--- src/rtl/color_pkg.sv ---
// color_pkg: colour codes, channel enum and TCS3200 filter selects shared by the scan path and sort FSM.
package color_pkg;
  localparam int FREQ_W = 10;
  localparam logic [1:0] COLOR_NONE  = 2'd0;
  localparam logic [1:0] COLOR_RED   = 2'd1;
  localparam logic [1:0] COLOR_GREEN = 2'd2;
  localparam logic [1:0] COLOR_BLUE  = 2'd3;
  localparam logic [1:0] FILT_RED    = 2'b00;
  localparam logic [1:0] FILT_GREEN  = 2'b11;
  localparam logic [1:0] FILT_BLUE   = 2'b01;
  localparam logic [1:0] FILT_CLEAR  = 2'b10;
  typedef enum logic [1:0] {CH_RED, CH_GREEN, CH_BLUE, CH_CLEAR} ch_t;
  function automatic logic [1:0] filt_sel(input ch_t c);
    return c == CH_RED ? FILT_RED : c == CH_GREEN ? FILT_GREEN : c == CH_BLUE ? FILT_BLUE : FILT_CLEAR;
  endfunction
endpackage

--- src/rtl/color_scan_ctrl_if.sv ---
// color_scan_ctrl_if: sort-FSM and frequency-counter signals of the colour scan sequencer.
// COLOR_SCAN_CLEAR_EN adds the ClearFreq result.
interface color_scan_ctrl_if;
  import color_pkg::*;
  logic              Go;
  logic              CntFinished;
  logic [FREQ_W-1:0] CntFreq;
  logic              CntStart;
  logic              S2;
  logic              S3;
  logic [FREQ_W-1:0] RedFreq;
  logic [FREQ_W-1:0] GreenFreq;
  logic [FREQ_W-1:0] BlueFreq;
`ifdef COLOR_SCAN_CLEAR_EN
  logic [FREQ_W-1:0] ClearFreq;
`endif
  logic [1:0]        Color;
  logic              Valid;
  logic              Busy;
  logic              Error;
  modport slave (
    input  Go, CntFinished, CntFreq,
    output CntStart, S2, S3, RedFreq, GreenFreq, BlueFreq,
`ifdef COLOR_SCAN_CLEAR_EN
    output ClearFreq,
`endif
    output Color, Valid, Busy, Error
  );
  modport master (
    output Go, CntFinished, CntFreq,
    input  CntStart, S2, S3, RedFreq, GreenFreq, BlueFreq,
`ifdef COLOR_SCAN_CLEAR_EN
    input  ClearFreq,
`endif
    input  Color, Valid, Busy, Error
  );
endinterface

--- src/rtl/color_classify.sv ---
// color_classify: dominant-colour pick (ties R>G>B) with dim reject; COLOR_SCAN_CLEAR_EN adds the ambient/white reject.
module color_classify
  import color_pkg::*;
#(
  parameter logic [FREQ_W-1:0] MIN_LEVEL = 10'd20
) (
  input  logic [FREQ_W-1:0] red,
  input  logic [FREQ_W-1:0] green,
  input  logic [FREQ_W-1:0] blue,
`ifdef COLOR_SCAN_CLEAR_EN
  input  logic [FREQ_W-1:0] clear,
`endif
  output logic [1:0]        color
);
  logic              r_win, g_win, dim;
  logic [FREQ_W-1:0] peak;
  logic [1:0]        pick;
  assign r_win = red >= green && red >= blue;
  assign g_win = green >= blue;
  assign peak  = r_win ? red : g_win ? green : blue;
  assign pick  = r_win ? COLOR_RED : g_win ? COLOR_GREEN : COLOR_BLUE;
`ifdef COLOR_SCAN_CLEAR_EN
  // a strong clear channel relative to the peak means white or ambient light
  assign dim   = peak < MIN_LEVEL || {peak, 2'b00} < {2'b00, clear};
`else
  assign dim   = peak < MIN_LEVEL;
`endif
  assign color = dim ? COLOR_NONE : pick;
endmodule

--- src/rtl/color_scan_ctrl.sv ---
// color_scan_ctrl: steps TCS3200 filters R,G,B (and CLEAR with COLOR_SCAN_CLEAR_EN), runs one counter
// window per channel, then publishes the counts and dominant colour with a Valid pulse.
module color_scan_ctrl
  import color_pkg::*;
#(
  parameter int                SETTLE_CYCLES  = 100_000,
  parameter int                TIMEOUT_CYCLES = 8_000_000,
  parameter logic [FREQ_W-1:0] MIN_LEVEL      = 10'd20
) (
  input logic               CLK,
  input logic               RST_N,
  color_scan_ctrl_if.slave  bus
);
  typedef enum logic [2:0] {IDLE, SETTLE, MEASURE, CAPTURE, CLASSIFY} state_t;
`ifdef COLOR_SCAN_CLEAR_EN
  localparam ch_t CH_LAST = CH_CLEAR;
`else
  localparam ch_t CH_LAST = CH_BLUE;
`endif
  state_t            state, state_n;
  ch_t               ch, ch_n;
  logic [31:0]       cnt, cnt_n;
  logic              err, err_n, valid;
  logic [FREQ_W-1:0] r_cap, g_cap, b_cap, r_out, g_out, b_out;
  logic [1:0]        color_c, color_q;
  logic              cap;
`ifdef COLOR_SCAN_CLEAR_EN
  logic [FREQ_W-1:0] c_cap, c_out;
`endif
  assign cap = state == MEASURE && bus.CntFinished;
  always_comb begin
    state_n = state;
    ch_n    = ch;
    cnt_n   = cnt + 32'd1;
    err_n   = err;
    case (state)
      IDLE: begin
        cnt_n = '0;
        if (bus.Go) begin
          state_n = SETTLE;
          ch_n    = CH_RED;
          err_n   = 1'b0;
        end
      end
      SETTLE: if (cnt == 32'(SETTLE_CYCLES - 1)) begin
        state_n = MEASURE;
        cnt_n   = '0;
      end
      MEASURE: begin
        if (bus.CntFinished) begin
          state_n = CAPTURE;
          cnt_n   = '0;
        end else if (cnt == 32'(TIMEOUT_CYCLES - 1)) begin
          state_n = IDLE;
          err_n   = 1'b1;
          cnt_n   = '0;
        end
      end
      CAPTURE: begin
        cnt_n   = '0;
        state_n = ch == CH_LAST ? CLASSIFY : SETTLE;
        ch_n    = ch == CH_LAST ? ch : ch_t'(ch + 2'd1);
      end
      CLASSIFY: begin
        cnt_n   = '0;
        state_n = IDLE;
      end
      default: begin
        cnt_n   = '0;
        state_n = IDLE;
      end
    endcase
  end
  always_ff @(posedge CLK or negedge RST_N) begin
    if (!RST_N) begin
      state <= IDLE;
      ch    <= CH_RED;
      cnt   <= '0;
      err   <= 1'b0;
    end else begin
      state <= state_n;
      ch    <= ch_n;
      cnt   <= cnt_n;
      err   <= err_n;
    end
  end
  // raw captures stay internal so published results change only together with Valid
  always_ff @(posedge CLK or negedge RST_N) begin
    if (!RST_N) begin
      r_cap   <= '0;
      g_cap   <= '0;
      b_cap   <= '0;
      r_out   <= '0;
      g_out   <= '0;
      b_out   <= '0;
      color_q <= COLOR_NONE;
      valid   <= 1'b0;
    end else begin
      if (cap && ch == CH_RED) r_cap <= bus.CntFreq;
      if (cap && ch == CH_GREEN) g_cap <= bus.CntFreq;
      if (cap && ch == CH_BLUE) b_cap <= bus.CntFreq;
      if (state == CLASSIFY) begin
        r_out   <= r_cap;
        g_out   <= g_cap;
        b_out   <= b_cap;
        color_q <= color_c;
      end
      valid <= state == CLASSIFY;
    end
  end
`ifdef COLOR_SCAN_CLEAR_EN
  always_ff @(posedge CLK or negedge RST_N) begin
    if (!RST_N) begin
      c_cap <= '0;
      c_out <= '0;
    end else begin
      if (cap && ch == CH_CLEAR) c_cap <= bus.CntFreq;
      if (state == CLASSIFY) c_out <= c_cap;
    end
  end
  assign bus.ClearFreq = c_out;
`endif
  color_classify #(.MIN_LEVEL(MIN_LEVEL)) u_classify (
    .red   (r_cap),
    .green (g_cap),
    .blue  (b_cap),
`ifdef COLOR_SCAN_CLEAR_EN
    .clear (c_cap),
`endif
    .color (color_c)
  );
  assign bus.CntStart  = state == MEASURE;
  assign {bus.S2, bus.S3} = state == IDLE ? 2'b00 : filt_sel(ch);
  assign bus.Busy      = state != IDLE;
  assign bus.Error     = err;
  assign bus.Valid     = valid;
  assign bus.RedFreq   = r_out;
  assign bus.GreenFreq = g_out;
  assign bus.BlueFreq  = b_out;
  assign bus.Color     = color_q;
endmodule

--- src/flat_wrapper.sv ---
// flat-port wrapper written by rule: the top's interface ports become plain ports
module color_scan_ctrl_flat import color_pkg::*;
#(
  parameter int                SETTLE_CYCLES  = 100_000,
  parameter int                TIMEOUT_CYCLES = 8_000_000,
  parameter logic [FREQ_W-1:0] MIN_LEVEL      = 10'd20
)
  (CLK, RST_N, bus_Go, bus_CntFinished, bus_CntFreq, bus_CntStart, bus_S2, bus_S3, bus_RedFreq, bus_GreenFreq, bus_BlueFreq, bus_Color, bus_Valid, bus_Busy, bus_Error);
  color_scan_ctrl_if bus_i ();
  input logic CLK;
  input logic RST_N;
  input wire logic [$bits(bus_i.Go)-1:0] bus_Go;
  input wire logic [$bits(bus_i.CntFinished)-1:0] bus_CntFinished;
  input wire logic [$bits(bus_i.CntFreq)-1:0] bus_CntFreq;
  output wire logic [$bits(bus_i.CntStart)-1:0] bus_CntStart;
  output wire logic [$bits(bus_i.S2)-1:0] bus_S2;
  output wire logic [$bits(bus_i.S3)-1:0] bus_S3;
  output wire logic [$bits(bus_i.RedFreq)-1:0] bus_RedFreq;
  output wire logic [$bits(bus_i.GreenFreq)-1:0] bus_GreenFreq;
  output wire logic [$bits(bus_i.BlueFreq)-1:0] bus_BlueFreq;
  output wire logic [$bits(bus_i.Color)-1:0] bus_Color;
  output wire logic [$bits(bus_i.Valid)-1:0] bus_Valid;
  output wire logic [$bits(bus_i.Busy)-1:0] bus_Busy;
  output wire logic [$bits(bus_i.Error)-1:0] bus_Error;
  assign bus_i.Go = bus_Go;
  assign bus_i.CntFinished = bus_CntFinished;
  assign bus_i.CntFreq = bus_CntFreq;
  assign bus_CntStart = bus_i.CntStart;
  assign bus_S2 = bus_i.S2;
  assign bus_S3 = bus_i.S3;
  assign bus_RedFreq = bus_i.RedFreq;
  assign bus_GreenFreq = bus_i.GreenFreq;
  assign bus_BlueFreq = bus_i.BlueFreq;
  assign bus_Color = bus_i.Color;
  assign bus_Valid = bus_i.Valid;
  assign bus_Busy = bus_i.Busy;
  assign bus_Error = bus_i.Error;
  color_scan_ctrl #(.SETTLE_CYCLES(SETTLE_CYCLES), .TIMEOUT_CYCLES(TIMEOUT_CYCLES), .MIN_LEVEL(MIN_LEVEL)) u_core (.CLK(CLK), .RST_N(RST_N), .bus(bus_i));
endmodule
--- config.mk ---
export PLATFORM = sky130hd
export DESIGN_NAME = color_scan_ctrl_flat
export DESIGN_NICKNAME = d
export VERILOG_FILES = /design/src/rtl/color_pkg.sv /design/src/rtl/color_scan_ctrl_if.sv /design/src/rtl/color_classify.sv /design/src/rtl/color_scan_ctrl.sv /design/src/flat_wrapper.sv
export SDC_FILE = /design/constraint.sdc
export NUM_CORES = 1
export LEC_CHECK = 0
export ABC_AREA = 1
export BUFFER_PORTS_ARGS = -buffer_cell sky130_fd_sc_hd__buf_2
export CAP_MARGIN = 20
export CORE_MARGIN = 10
export CORE_UTILIZATION = 37
export CTS_CLUSTER_SIZE = 20
export DETAILED_ROUTE_END_ITERATION = 12
export GPL_TIMING_DRIVEN = 0
export HOLD_SLACK_MARGIN = 0.1
export PLACE_DENSITY = 0.63
export SYNTH_ARGS = -nofsm -noshare
export SYNTH_HDL_FRONTEND = slang
export SYNTH_HIERARCHICAL = 1
export SYNTH_SLANG_ARGS = --single-unit
export TNS_END_PERCENT = 10
--- constraint.sdc ---
create_clock -name CLK -period 2.1 [get_ports CLK]
set_clock_uncertainty 0.15 [all_clocks]
set_input_delay 0.105 -clock CLK [delete_from_list [all_inputs] [get_ports CLK]]
set_output_delay 0.105 -clock CLK [all_outputs]
set_load 0.01 [all_outputs]
# Yosys cells after proc, flatten, opt, wreduce, memory -nomap -nowiden

Index checks and enable logic that the tools add are counted.

Order comparisons: 4
Muxes and demuxes: 26
Reduce and logical (&&, ||, !) cells: 13
Add/sub/neg operators: 2
Equal/unequal tests: 14

Operators by type and width:

| kind                                                                    | count |
|---|---|
| 32-bit 2-to-1 mux                                                       | 3 |
| 32-bit one-hot mux with 2 select lines                                  | 1 |
| 32-bit by 1-bit adder with 32-bit output, second input constant         | 1 |
| 32-bit by 17-bit equality test with 1-bit output, second input constant | 1 |
| 32-bit by 23-bit equality test with 1-bit output, second input constant | 1 |
| 10-bit >= comparator                                                    | 3 |
| 10-bit 2-to-1 mux                                                       | 2 |
| 2-bit 2-to-1 mux                                                        | 8 |
| 3-bit 2-to-1 mux                                                        | 5 |
| 3-bit one-hot mux with 4 select lines                                   | 1 |
| 10-bit by 5-bit < comparator with 1-bit output, second input constant   | 1 |
| 3-bit by 2-bit equality test with 1-bit output, second input constant   | 2 |
| 2-bit != test, second input constant                                    | 3 |
| 3-bit AND reduction                                                     | 2 |
| 1-bit logical AND                                                       | 5 |
| 1-bit 2-to-1 mux                                                        | 4 |
| 2-bit by 1-bit != test with 1-bit output, second input constant         | 2 |
| 2-bit one-hot mux with 2 select lines                                   | 1 |
| 4-bit AND reduction                                                     | 1 |
| 2-bit nonzero test                                                      | 2 |
| 3-bit by 1-bit equality test with 1-bit output, second input constant   | 1 |
| 3-bit equality test, second input constant                              | 1 |
| 3-bit zero test                                                         | 1 |
| 3-bit by 2-bit != test with 1-bit output, second input constant         | 1 |
| 6 further kinds                                                         | 6 |

Input port bits: 14
Output and inout port bits: 38
Bits in registers: 101

# Longest topological paths before layout

Gate-level depths: netlist of run 1.

Depth in word-level cells: 5
Mapped depth: 14
Gate-level depth less buffers: 14

# By module

The synthesis of run 1 kept the hierarchy.

By module, submodules not included:

| module          | cells each | times used | area an instance (um^2) | sequential area each (um^2) |
|---|---|---|---|---|
| color_scan_ctrl | 619        | 1          | 4743.3                  | 2527.4 |
| color_classify  | 158        | 1          | 909.6                   | 0.0 |

# Worst setup path after synthesis of run 1

Ideal clock, no wire load.

Path type: register to register
Start: register u_core.cnt[0]
End: register u_core.cnt[8]
Required time: 1830 ps
Slack: 295 ps
Stages on the path, launching flop included: 13
Data arrival time: 1535 ps
Cells stage by stage: dfrtp_1 ha_1 nand2_2 nor2_2 nand2_2 nor2_1 nand2_1 nand2_2 nand2_2 inv_2 buf_6 buf_6 nor2_1

Cells in the longest elaborated chain, start to end: 4
Elaborated cells on any way between the ends: 7
Those cells by class: 1 x add/sub; 2 x eq/ne; 4 x mux

Ends and longest elaborated chain:

| item                                                                                                                | RTL line                                     | RTL |
|---|---|---|
| from (decl)                                                                                                         | color_scan_ctrl.sv:22                        | `logic [31:0] cnt, cnt_n;` |
| from (signal assigned)                                                                                              | color_scan_ctrl.sv:83                        | `cnt <= cnt_n;` |
| 32-bit by 1-bit adder with 32-bit output / 32-bit by 23-bit equality test with 1-bit output (equally long branches) | color_scan_ctrl.sv:34, color_scan_ctrl.sv:53 |  |
| 32-bit 2-to-1 mux                                                                                                   | color_scan_ctrl.sv:53                        | `end else if (cnt == 32'(TIMEOUT_CYCLES - 1)) begin` |
| 32-bit 2-to-1 mux                                                                                                   | color_scan_ctrl.sv:50                        | `if (bus.CntFinished) begin` |
| 32-bit one-hot mux with 2 select lines (*)                                                                          | color_scan_ctrl.sv:36                        | `case (state)` |
| net u_core.cnt_n[8]                                                                                                 | color_scan_ctrl.sv:22                        |  |

The timed path passes the listed nets; every way through them passes the cells marked *.
A chain may end at the register's enable or synchronous reset.

# Worst setup path after layout of run 1

Start: register u_core.cnt[1]
End: register u_core.cnt[13]

Same word-level chain as after synthesis.

==> results of run 1 <==
## state kept, by name, summed over array words and instances, names as in the netlist
name                  count
u_core/cnt               32
u_core/bus.Color          2
u_core/g_cap             10
u_core/r_cap             10
u_core/bus.GreenFreq     10
u_core/bus.BlueFreq      10
u_core/bus.Error          1
u_core/bus.RedFreq       10
u_core/ch                 2
u_core/state              3
u_core/b_cap             10
u_core/bus.Valid          1
## where the power goes
part           internal (uW)  total [uW]  switching [uW]
clock                    991        1740             748
sequential              1940        1940               0
combinational           31.5        87.2            55.7
## stage by stage
step	area, um2	hold WS [ns]	power (uW)	instances	utilization
5_1_grt	6680	0.213	3910	1048	0.443
3_3_place_gp	6140	0.267	2050	1016	0.407
6_report	6680	0.159	3770	1048	0.443
4_1_cts	6630	0.186	3810	1046	0.439
2_1_floorplan	5650	-0.341	1990	777	-
3_5_place_dp	6170	-0.000546	2050	1017	0.409
## logic make-up after synthesis
group / after synthesis / share of synthesized area
simple gates: 459 / 0.324
flops: 101 / 0.447
buf+inv: 114 / 0.0786
compound gates: 50 / 0.0452
xor+xnor: 19 / 0.0294
fa+ha+maj: 34 / 0.0753
## synth_stat cells (2+ instances only)
cell type  instances  area (um2)
inv_1             98         368
nand2_1          289        1080
dfrtp_1          101        2530
nor2_1           107         402
nand4_1           10        62.6
nor3_1            16        80.1
nand2_2            6        37.5
xor2_1            19         166
nand3_1           24         120
clkbuf_1          12        45.0
nor2_2             4        25.0
buf_6              2        22.5
o21ai_0           41         205
a21oi_1            7        35.0
ha_1              34         425
## placed cells by master (no fill, tap or decap), types with 2 or more instances in the layout
master and count:
a21oi_1 7, buf_2 50, buf_4 4, buf_8 2
clkbuf_1 12, clkbuf_16 9, clkbuf_8 2, clkinv_4 2
dfrtp_1 98, dfrtp_2 3, dlygate4sd3_1 13, ha_1 33
inv_1 98, nand2_1 288, nand2_2 6, nand3_1 23
nand4_1 10, nor2_1 105, nor2_2 5, nor3_1 16
o21ai_0 41, xor2_1 19
## timing repair
action                     in CTS  in global routing
setup buffers                   1                  2
pin swaps                       0                  2
setup endpoints to repair      20                 21
hold endpoints to repair       87                  0
resized for setup               2                 12
hold buffers                   13                  0
## worst paths after layout
kind                                                     from                                  to  depth (start not counted)
setup / recovery                      u_core/cnt[1]$_DFF_PN0_            u_core/cnt[13]$_DFF_PN0_                         12
hold / removal                                          RST_N            u_core/cnt[17]$_DFF_PN0_                          2
setup reg to reg                      u_core/cnt[1]$_DFF_PN0_            u_core/cnt[13]$_DFF_PN0_                         12
hold reg to reg            u_core/bus.BlueFreq[2]$_DFFE_PN0P_  u_core/bus.BlueFreq[2]$_DFFE_PN0P_                          2
max in group asynchronous                               RST_N         u_core/g_cap[5]$_DFFE_PN0P_                          3
min in group CLK           u_core/bus.BlueFreq[2]$_DFFE_PN0P_  u_core/bus.BlueFreq[2]$_DFFE_PN0P_                          2
## metal layers
layer	vias to the layer above	GRT usage	wire (um)
li1	2554	-	-
met1	2336	0.202	7280
met2	94	0.225	6590
met3	14	0.0267	608
met4	0	0.0548	242
met5	-	0	0
## cell type report
cell class,count,area (um2),share of cell area
Buffer,15,82.6,0.0124
Clock buffer,11,253,0.0378
Clock inverter,4,56.3,0.00842
Inverter,99,372,0.0556
Multi-Input combinational cell,562,2720,0.406
Sequential cell,101,2530,0.379
Tap cell,188,235,0.0352
Timing Repair Buffer,68,438,0.0655
## critical path, cell delays in order, from the launching register on
cell     delay [ns]
dfrtp_1        0.40
ha_4           0.16
nand2_2        0.09
nor2_4         0.18
nand3_2        0.10
nor2_2         0.13
nand2_1        0.10
nand2_2        0.10
nand2_2        0.06
inv_2          0.07
buf_8          0.14
buf_8          0.14
nor2_1         0.04
==> summary.md, run 1 <==
| Metric | Value |
|---|---|
| I/O pins | `52` |
| Die W | `144 um` |
| Routed wire length | `14.7 mm` |
| Reported max-cap violation count | `0` |
| Clock-pin transition on the worst setup and hold timing paths | `0.07 ns` |
| Post-Route Setup TNS | `0 ns` |
| Fillcell total | `1557` |
| Peak supply drop | `0.413 mV` |
| Ys flop type | `dfrtp_1` |
| Row cnt | `45` |
| Yosys cell types | `22` |
| DP Worst Slack | `-0.0960 ns` |
| Routability cong. | `0.920` |
| CP Capture Type | `flop` |
| Clock H-tree levels | `3` |
| Power per cell area | `564 nW/um2` |
| CP Class | `flop to flop` |
| Ys async rst share | `1.00` |
| Final Setup Violations | `0` |
| CP arrival | `2.07 ns` |
| ANT cells | `0` |
| Die height | `144 um` |
| CP Max Fanout | `10` |
| Setup ws final | `0.118 ns` |
| Fin crit share | `0.944` |
| # DRC | `0` |
| Post-Syn Area | `5650 um2` |
| Cts bufs inserted | `9` |
| Fmax | `0.505 GHz` |
| Root Buffer | `clkbuf_16` |
| Vias/cell | `4.77` |
| Clock tree from TritonCTS | `yes` |
| Overflow after GRT | `0` |
| Post-synthesis sequential area ratio | `0.447` |
| Antenna violations before repair | `0` |
| Die area | `20600 um2` |
| Number of antenna-violating nets in the routed design | `0` |
| Clk_lat worst skew | `0.35 ns` |
| Layout cells sized above 1 | `0.109` |
| Worst min path class | `input port to async pin` |
| #FFs+latches synth | `101` |
| PortBufs | `51` |
| Leak | `0.00338 uW` |
| Status | `completed` |
| Starting density of the core | `0.375` |
| DR WL/cell | `14.0 um` |
| Syn nets | `825` |
| Final Hold Viols | `0` |
| Reg-to-reg slack, setup | `0.12 ns` |
| Syn. warnings | `6` |
| Via Count | `4998` |
| Tightest Pin Transition | `0.602 ns` |
| Final nets | `904` |
| Core ar. | `15100 um2` |
| Dpl hpwl | `11.4 mm` |
| Area grow syn2layout | `18.2%` |
| Worst setup SP type | `flop` |
| Slew Viols, Final | `0` |
| Slew HR | `0.599` |
| First-pass GRT wire length | `24.1 mm` |
| Longest Clk Path Bufs | `2` |
| CTS Sinks | `101` |
| DRT Pass-1 Iters | `6` |
| Drt initial violations | `278` |
| Syn_area_per_cell | `7.28 um2` |
| Number of global-route vias before repair | `4830` |
| Number of enable flip-flop cells after synthesis | `0` |
| Post-Synthesis Cells | `777` |
| Largest net degree at the start of global routing | `58` |
| Post-route minimum period | `1.98 ns` |
| Global Route Usage Sum | `0.147` |
| CP required | `2.19 ns` |
Note: power is estimated with default switching activity, not from simulation.
==> inputs of run 2 (changes only) <==
--- a/config.mk
+++ b/config.mk
@@ -6,7 +6,7 @@
 export NUM_CORES = 1
 export LEC_CHECK = 0
 export ABC_AREA = 1
-export BUFFER_PORTS_ARGS = -buffer_cell sky130_fd_sc_hd__buf_2
+export BUFFER_PORTS_ARGS = -buffer_cell sky130_fd_sc_hd__clkbuf_2
 export CAP_MARGIN = 20
 export CORE_MARGIN = 10
 export CORE_UTILIZATION = 37
==> summary.md, run 2 (synthesized netlist as in run 1, its figures left out) <==
| Metric | Value |
|---|---|
| Commonest non-fill, non-tap cell in the layout | `nand2_1 (unchanged)` |
| # DRC | `0 (unchanged)` |
| Combinational group share of total power | `0.022 (was 0.023)` |
| Layout cells sized above 1 | `0.108 (was 0.109)` |
| Setup ws final | `0.134 ns (was 0.118 ns)` |
| Fin crit share | `0.936 (was 0.944)` |
| Worst min path class | `input port to async pin (unchanged)` |
| Reg-to-reg slack, setup | `0.13 ns (was 0.12 ns)` |
| CTS Sinks | `101 (unchanged)` |
| Slew HR | `0.457 (was 0.599)` |
| Root Buffer | `clkbuf_16 (unchanged)` |
| Drt initial violations | `277 (was 278)` |
| Slew Viols, Final | `0 (unchanged)` |
| Via Count | `4943 (was 4998)` |
| Row cnt | `45 (unchanged)` |
| Final Setup Violations | `0 (unchanged)` |
| Vias/cell | `4.71 (was 4.77)` |
| Internal power | `2950 uW (was 2970 uW)` |
| Clock H-tree levels | `3 (unchanged)` |
| Leak | `0.00334 uW (was 0.00338 uW)` |
| Multi-input logic area | `2710 um2 (was 2720 um2)` |
| Most frequent cells in the layout | `nand2_1 (288), nor2_1 (106), dfrtp_1 (99) (was nand2_1 (288), nor2_1 (105), inv_1 (98), dfrtp_1 (98), buf_2 (50))` |
| Starting density of the core | `0.375 (unchanged)` |
| Post-route minimum period | `1.97 ns (was 1.98 ns)` |
| Number of global-route vias before repair | `4916 (was 4830)` |
| Largest net degree at the start of global routing | `102 (was 58)` |
| Overflow after GRT | `0 (unchanged)` |
| Longest Clk Path Bufs | `2 (unchanged)` |
| WP buf/inv | `3 (unchanged)` |
| First-pass GRT wire length | `24.5 mm (was 24.1 mm)` |
| Critical-path cell list | `ha_4, nand2_2, nor2_4, nand2_4, nor2_1, nand2_1, nand2_2, nand2_2, inv_2, buf_8, buf_8, nor2_1 (was ha_4, nand2_2, nor2_4, nand3_2, nor2_2, nand2_1, nand2_2, nand2_2, inv_2, buf_8, buf_8, nor2_1)` |
| Reported max-cap violation count | `0 (unchanged)` |
| Number of antenna-violating nets in the routed design | `0 (unchanged)` |
| Worst setup SP type | `flop (unchanged)` |
| Tot Pwr | `3730 uW (was 3770 uW)` |
| Global Route Usage Sum | `0.149 (was 0.147)` |
| CP Max Fanout | `10 (unchanged)` |
| Crit-path slowest cell | `dfrtp_1 (unchanged)` |
| Die W | `144 um (unchanged)` |
| Largest Register | `u_core/cnt (unchanged)` |
| Slowest stage delay, CP | `0.39 ns (was 0.40 ns)` |
| Antenna violations before repair | `0 (unchanged)` |
| PortBufs | `51 (unchanged)` |
| Post-Route Setup TNS | `0 ns (unchanged)` |
| Die area | `20600 um2 (unchanged)` |
| CP Class | `flop to flop (unchanged)` |
| DP Worst Slack | `-0.114 ns (was -0.0960 ns)` |
| Area grow syn2layout | `18.0% (was 18.2%)` |
| Fmax | `0.509 GHz (was 0.505 GHz)` |
| Routed wire length | `14.7 mm (about the same)` |
| Reg2reg start | `u_core/cnt[1]$_DFF_PN0_ (unchanged)` |
| DR WL/cell | `14.0 um (about the same)` |
| FF+latch area | `2530 um2 (about the same)` |
| Clock share of power | `0.457 (was 0.461)` |
| Dpl hpwl | `11.2 mm (was 11.4 mm)` |
| Final Hold Viols | `0 (unchanged)` |
| Worst Reg-to-Reg Cells | `12 (unchanged)` |
| CP required | `2.19 ns (about the same)` |
| CP arrival | `2.05 ns (was 2.07 ns)` |
| I/O pins | `52 (unchanged)` |
| Clk_lat worst skew | `0.35 ns (about the same)` |
| Routability cong. | `0.914 (was 0.920)` |
| CP Capture Type | `flop (unchanged)` |
| Clock-pin transition on the worst setup and hold timing paths | `0.07 ns (about the same)` |
| Final nets | `905 (was 904)` |
| Die height | `144 um (unchanged)` |
| Power per cell area | `559 nW/um2 (was 564 nW/um2)` |
| Core ar. | `15100 um2 (unchanged)` |
| Fillcell total | `1565 (was 1557)` |
| CP most frequent cell | `nand2_2 (unchanged)` |
| Max reg flops | `32 (unchanged)` |
| Reg2reg end | `u_core/cnt[0]$_DFF_PN0_ (was u_core/cnt[13]$_DFF_PN0_)` |
| Delay-heaviest family, CP | `simple AND/OR/NAND/NOR gates (unchanged)` |
| Share of power burned in registers | `0.521 (was 0.516)` |
| DRT Pass-1 Iters | `5 (was 6)` |
| P_sw | `774 uW (was 804 uW)` |
| Switching share of power | `0.208 (was 0.213)` |
| Clock tree from TritonCTS | `yes (unchanged)` |
| Tightest Pin Transition | `0.814 ns (was 0.602 ns)` |
| ANT cells | `0 (unchanged)` |
| Status | `completed (unchanged)` |
| Peak supply drop | `0.442 mV (was 0.413 mV)` |
| Cts bufs inserted | `9 (unchanged)` |
[run 2: changes by cell type in the layout (fill, tap and decap cells not counted), sizes merged]
cell and change:
clkinvlp +2, clkbuf +52, clkinv -2, buf -50, inv -1
[run 2: power groups by stage]
| stage | registers (uW) | logic (uW) | clock network, uW |
|---|---|---|---|
| 2_1_floorplan | 1980 | 6.38 | 0 |
| 3_3_place_gp | 1980 | 64.4 | 0 |
| 3_5_place_dp | 1980 | 65.5 | 0 |
| 4_1_cts | 1940 | 84.7 | 1750 |
| 5_1_grt | 1940 | 95.3 | 1830 |
| 6_report | 1940 | 81.1 | 1700 |
[run 2: routing by layer]
layer  wire length (um)  up-vias  track usage
met4                153        0       0.0419
met5                  0        -            0
li1                   -     2553            -
met1               7270     2277        0.204
met2               6680      102        0.232
met3                600       11       0.0297
[run 2: per-stage QoR]
step | cells | utilization | cell area (um2) | hold slack [ns]
floorplan | 777 | - | 5650 | -0.341
global placement | 1016 | 0.407 | 6140 | 0.262
detailed placement | 1016 | 0.408 | 6150 | 0.113
CTS | 1045 | 0.437 | 6600 | 0.304
global route | 1049 | 0.442 | 6670 | 0.342
finish | 1049 | 0.442 | 6670 | 0.252
[run 2: worst max path at each step]
stage / startpoint / end / cells after the start
6_report: u_core/cnt[1]$_DFF_PN0_ / u_core/cnt[0]$_DFF_PN0_ / 12
5_1_grt: u_core/cnt[0]$_DFF_PN0_ / u_core/cnt[10]$_DFF_PN0_ / 12
4_1_cts: u_core/cnt[0]$_DFF_PN0_ / u_core/cnt[0]$_DFF_PN0_ / 12
3_5_place_dp: u_core/cnt[0]$_DFF_PN0_ / u_core/cnt[0]$_DFF_PN0_ / 12
3_3_place_gp: RST_N / u_core/r_cap[1]$_DFFE_PN0P_ / 1
2_1_floorplan: u_core/cnt[0]$_DFF_PN0_ / u_core/cnt[8]$_DFF_PN0_ / 12
[run 2: repair_timing]
action / 4_1_cts / 5_1_grt
endpoints found under the setup margin: 20 / 23
hold buffers: 13 / 0
gates resized for setup: 3 / 11
buffers inserted: 1 / 4
hold endpoints to repair: 139 / 0
pin swaps: 0 / 3
[run 2: layout make-up]
class,instances,share of cell area
inverter,99,0.0557
sequential,101,0.379
tap,188,0.0353
buffer,15,0.0126
clock buffer,12,0.0385
clock inverter,3,0.00676
timing repair buffer,69,0.0647
multi-input combinational,562,0.407
[run 2: worst register-to-register path, stage by stage (launching register included)]
cell     delay, ns
dfrtp_1       0.39
ha_4          0.16
nand2_2       0.09
nor2_4        0.18
nand2_4       0.11
nor2_1        0.12
nand2_1       0.09
nand2_2       0.09
nand2_2       0.06
inv_2         0.07
buf_8         0.14
buf_8         0.15
nor2_1        0.05
==> inputs of run 3 (changes only) <==
==> constraint.sdc (replaced) <==
create_clock -name CLK -period 2.03 [get_ports CLK]
set_clock_uncertainty 0.15 [all_clocks]
set_input_delay 0.1015 -clock CLK [delete_from_list [all_inputs] [get_ports CLK]]
set_output_delay 0.1015 -clock CLK [all_outputs]
set_load 0.01 [all_outputs]
==> summary.md, run 3 (synthesized netlist as in run 1, its figures left out) <==
| Metric | Value |
|---|---|
| Tot Pwr | `3850 uW (was 3730 uW)` |
| Starting density of the core | `0.375 (unchanged)` |
| P_sw | `798 uW (was 774 uW)` |
| Die W | `144 um (unchanged)` |
| CP Class | `flop to flop (unchanged)` |
| Core Util, Final | `0.440 (was 0.442)` |
| CP most frequent cell | `nand2_1 (was nand2_2)` |
| Core ar. | `15100 um2 (unchanged)` |
| Root Buffer | `clkbuf_16 (unchanged)` |
| Max reg flops | `32 (unchanged)` |
| Die area | `20600 um2 (unchanged)` |
| Layout cells sized above 1 | `0.110 (was 0.108)` |
| Dpl hpwl | `11.2 mm (unchanged)` |
| Routed wire length | `14.6 mm (was 14.7 mm)` |
| Antenna violations before repair | `0 (unchanged)` |
| Status | `completed (unchanged)` |
| Cts bufs inserted | `9 (unchanged)` |
| Reported max-cap violation count | `0 (unchanged)` |
| Global Route Usage Sum | `0.148 (was 0.149)` |
| Clock H-tree levels | `3 (unchanged)` |
| Switching share of power | `0.207 (was 0.208)` |
| CP arrival | `1.99 ns (was 2.05 ns)` |
| Fillcell total | `1560 (was 1565)` |
| Critical-path cell list | `nor3_2, inv_1, clkbuf_1, nand2_1, nand2_1 (was ha_4, nand2_2, nor2_4, nand2_4, nor2_1, nand2_1, nand2_2, nand2_2, inv_2, buf_8, buf_8, nor2_1)` |
| DR WL/cell | `14.0 um (about the same)` |
| Clk_lat worst skew | `0.34 ns (was 0.35 ns)` |
| Drt initial violations | `271 (was 277)` |
| Final nets | `901 (was 905)` |
| Share of power burned in registers | `0.522 (was 0.521)` |
| Final Setup Violations | `0 (unchanged)` |
| Delay-heaviest family, CP | `simple AND/OR/NAND/NOR gates (unchanged)` |
| Worst setup SP type | `flop (unchanged)` |
| Internal power | `3060 uW (was 2950 uW)` |
| Die height | `144 um (unchanged)` |
| Area grow syn2layout | `17.5% (was 18.0%)` |
| Leak | `0.00332 uW (was 0.00334 uW)` |
| Fin crit share | `0.935 (was 0.936)` |
| I/O pins | `52 (unchanged)` |
| Power per cell area | `580 nW/um2 (was 559 nW/um2)` |
| ANT cells | `0 (unchanged)` |
| Fmax | `0.527 GHz (was 0.509 GHz)` |
| PortBufs | `51 (unchanged)` |
| Tightest Pin Transition | `0.809 ns (was 0.814 ns)` |
| Largest Register | `u_core/cnt (unchanged)` |
| Combinational group share of total power | `0.022 (about the same)` |
| Largest net degree at the start of global routing | `102 (unchanged)` |
| CTS Sinks | `101 (unchanged)` |
| RSZ-0062 raised after global routing | `true` |
| First-pass GRT wire length | `24.4 mm (was 24.5 mm)` |
| Clock share of power | `0.456 (was 0.457)` |
| Clock-pin transition on the worst setup and hold timing paths | `0.07 ns (about the same)` |
| Longest Clk Path Bufs | `2 (unchanged)` |
| Number of global-route vias before repair | `4910 (was 4916)` |
| Worst min path class | `input port to async pin (unchanged)` |
| Peak supply drop | `0.456 mV (was 0.442 mV)` |
| Commonest non-fill, non-tap cell in the layout | `nand2_1 (unchanged)` |
| # DRC | `0 (unchanged)` |
| Most frequent cells in the layout | `nand2_1 (287), nor2_1 (106), inv_1 (98) (was nand2_1 (288), nor2_1 (106), dfrtp_1 (99))` |
| Final Hold Viols | `0 (unchanged)` |
| Post-route minimum period | `1.90 ns (was 1.97 ns)` |
| Number of antenna-violating nets in the routed design | `0 (unchanged)` |
| DRT Pass-1 Iters | `5 (unchanged)` |
| Overflow after GRT | `0 (unchanged)` |
| Slew Viols, Final | `0 (unchanged)` |
| Via Count | `4943 (unchanged)` |
| Routability cong. | `0.914 (unchanged)` |
| Area after DPL | `6150 um2 (unchanged)` |
| Slew HR | `0.460 (was 0.457)` |
| Vias/cell | `4.73 (was 4.71)` |
| Crit-path slowest cell | `nor3_2 (was dfrtp_1)` |
| Row cnt | `45 (unchanged)` |
| CP Max Fanout | `10 (unchanged)` |
| CP Capture Type | `flop (unchanged)` |
| Clock tree from TritonCTS | `yes (unchanged)` |
| Final non-filler cell area | `6640 um2 (was 6670 um2)` |
| CP required | `2.12 ns (was 2.19 ns)` |
| Slowest stage delay, CP | `0.48 ns (was 0.39 ns)` |
| WP buf/inv | `2 (was 3)` |
-- run 3: cell types whose count changed in the layout (fill, tap and decap cells not counted), moves of 2 or more --
cell / change
nor3_1: -2
dfrtp_1: -2
dfrtp_2: +2
nor3_2: +2
buf_4: -3
buf_8: -2
-- run 3: final timing paths --
kind	startpoint	to	slack, ns	depth (start not counted)
max	u_core/state[1]$_DFFE_PN0P_	u_core/bus.GreenFreq[2]$_DFFE_PN0P_	0.13	5
min in group CLK	u_core/bus.BlueFreq[6]$_DFFE_PN0P_	u_core/bus.BlueFreq[6]$_DFFE_PN0P_	0.32	2
max in group asynchronous	RST_N	u_core/g_cap[9]$_DFFE_PN0P_	0.86	2
min reg2reg	u_core/bus.BlueFreq[6]$_DFFE_PN0P_	u_core/bus.BlueFreq[6]$_DFFE_PN0P_	0.32	2
max reg2reg	u_core/state[1]$_DFFE_PN0P_	u_core/bus.GreenFreq[2]$_DFFE_PN0P_	0.13	5
min	RST_N	u_core/cnt[22]$_DFF_PN0_	0.25	2
-- run 3: layout make-up --
class	instances	area [um2]	area share
multi-input combinational	562	2720	0.409
sequential	101	2530	0.381
timing repair buffer	66	409	0.0616
inverter	99	372	0.0559
clock buffer	12	256	0.0386
tap	188	235	0.0354
buffer	14	77.6	0.0117
clock inverter	3	45.0	0.00678
-- run 3: power groups by stage --
stage / Clock, uW / Combinational (uW) / Sequential, uW
after floorplan: 0 / 6.60 / 2050
after global placement: 0 / 66.6 / 2050
after detailed placement: 0 / 67.8 / 2050
after CTS: 1810 / 87.7 / 2010
after global routing: 1900 / 98.5 / 2010
final: 1760 / 83.4 / 2010
-- run 3: timing repair --
action / 4_1_cts / 5_1_grt
gates resized for setup: 3 / 17
endpoints found under the hold margin: 139 / 0
setup buffers: 2 / 0
pin swaps: 2 / 1
hold buffers: 13 / 0
endpoints found under the setup margin: 29 / 43
-- run 3: through the flow --
step	setup TNS [ns]	std cells	hold WS, ns	setup WS [ns]
after floorplan	0	777	-0.344	0.225
after global placement	-76.21	1016	0.258	-0.728
after detailed placement	-3.41	1016	0.109	-0.184
after CTS	0	1045	0.300	0.0307
after global routing	-0.0716	1045	0.342	-0.0326
final	0	1045	0.249	0.132
-- run 3: per-layer routing --
metal  vias up  share of wire  GRT usage
li1       2532              -          -
met1      2300           0.49      0.204
met2        98           0.46      0.231
met3        13          0.043     0.0297
met4         0          0.011     0.0419
met5         -              0          0
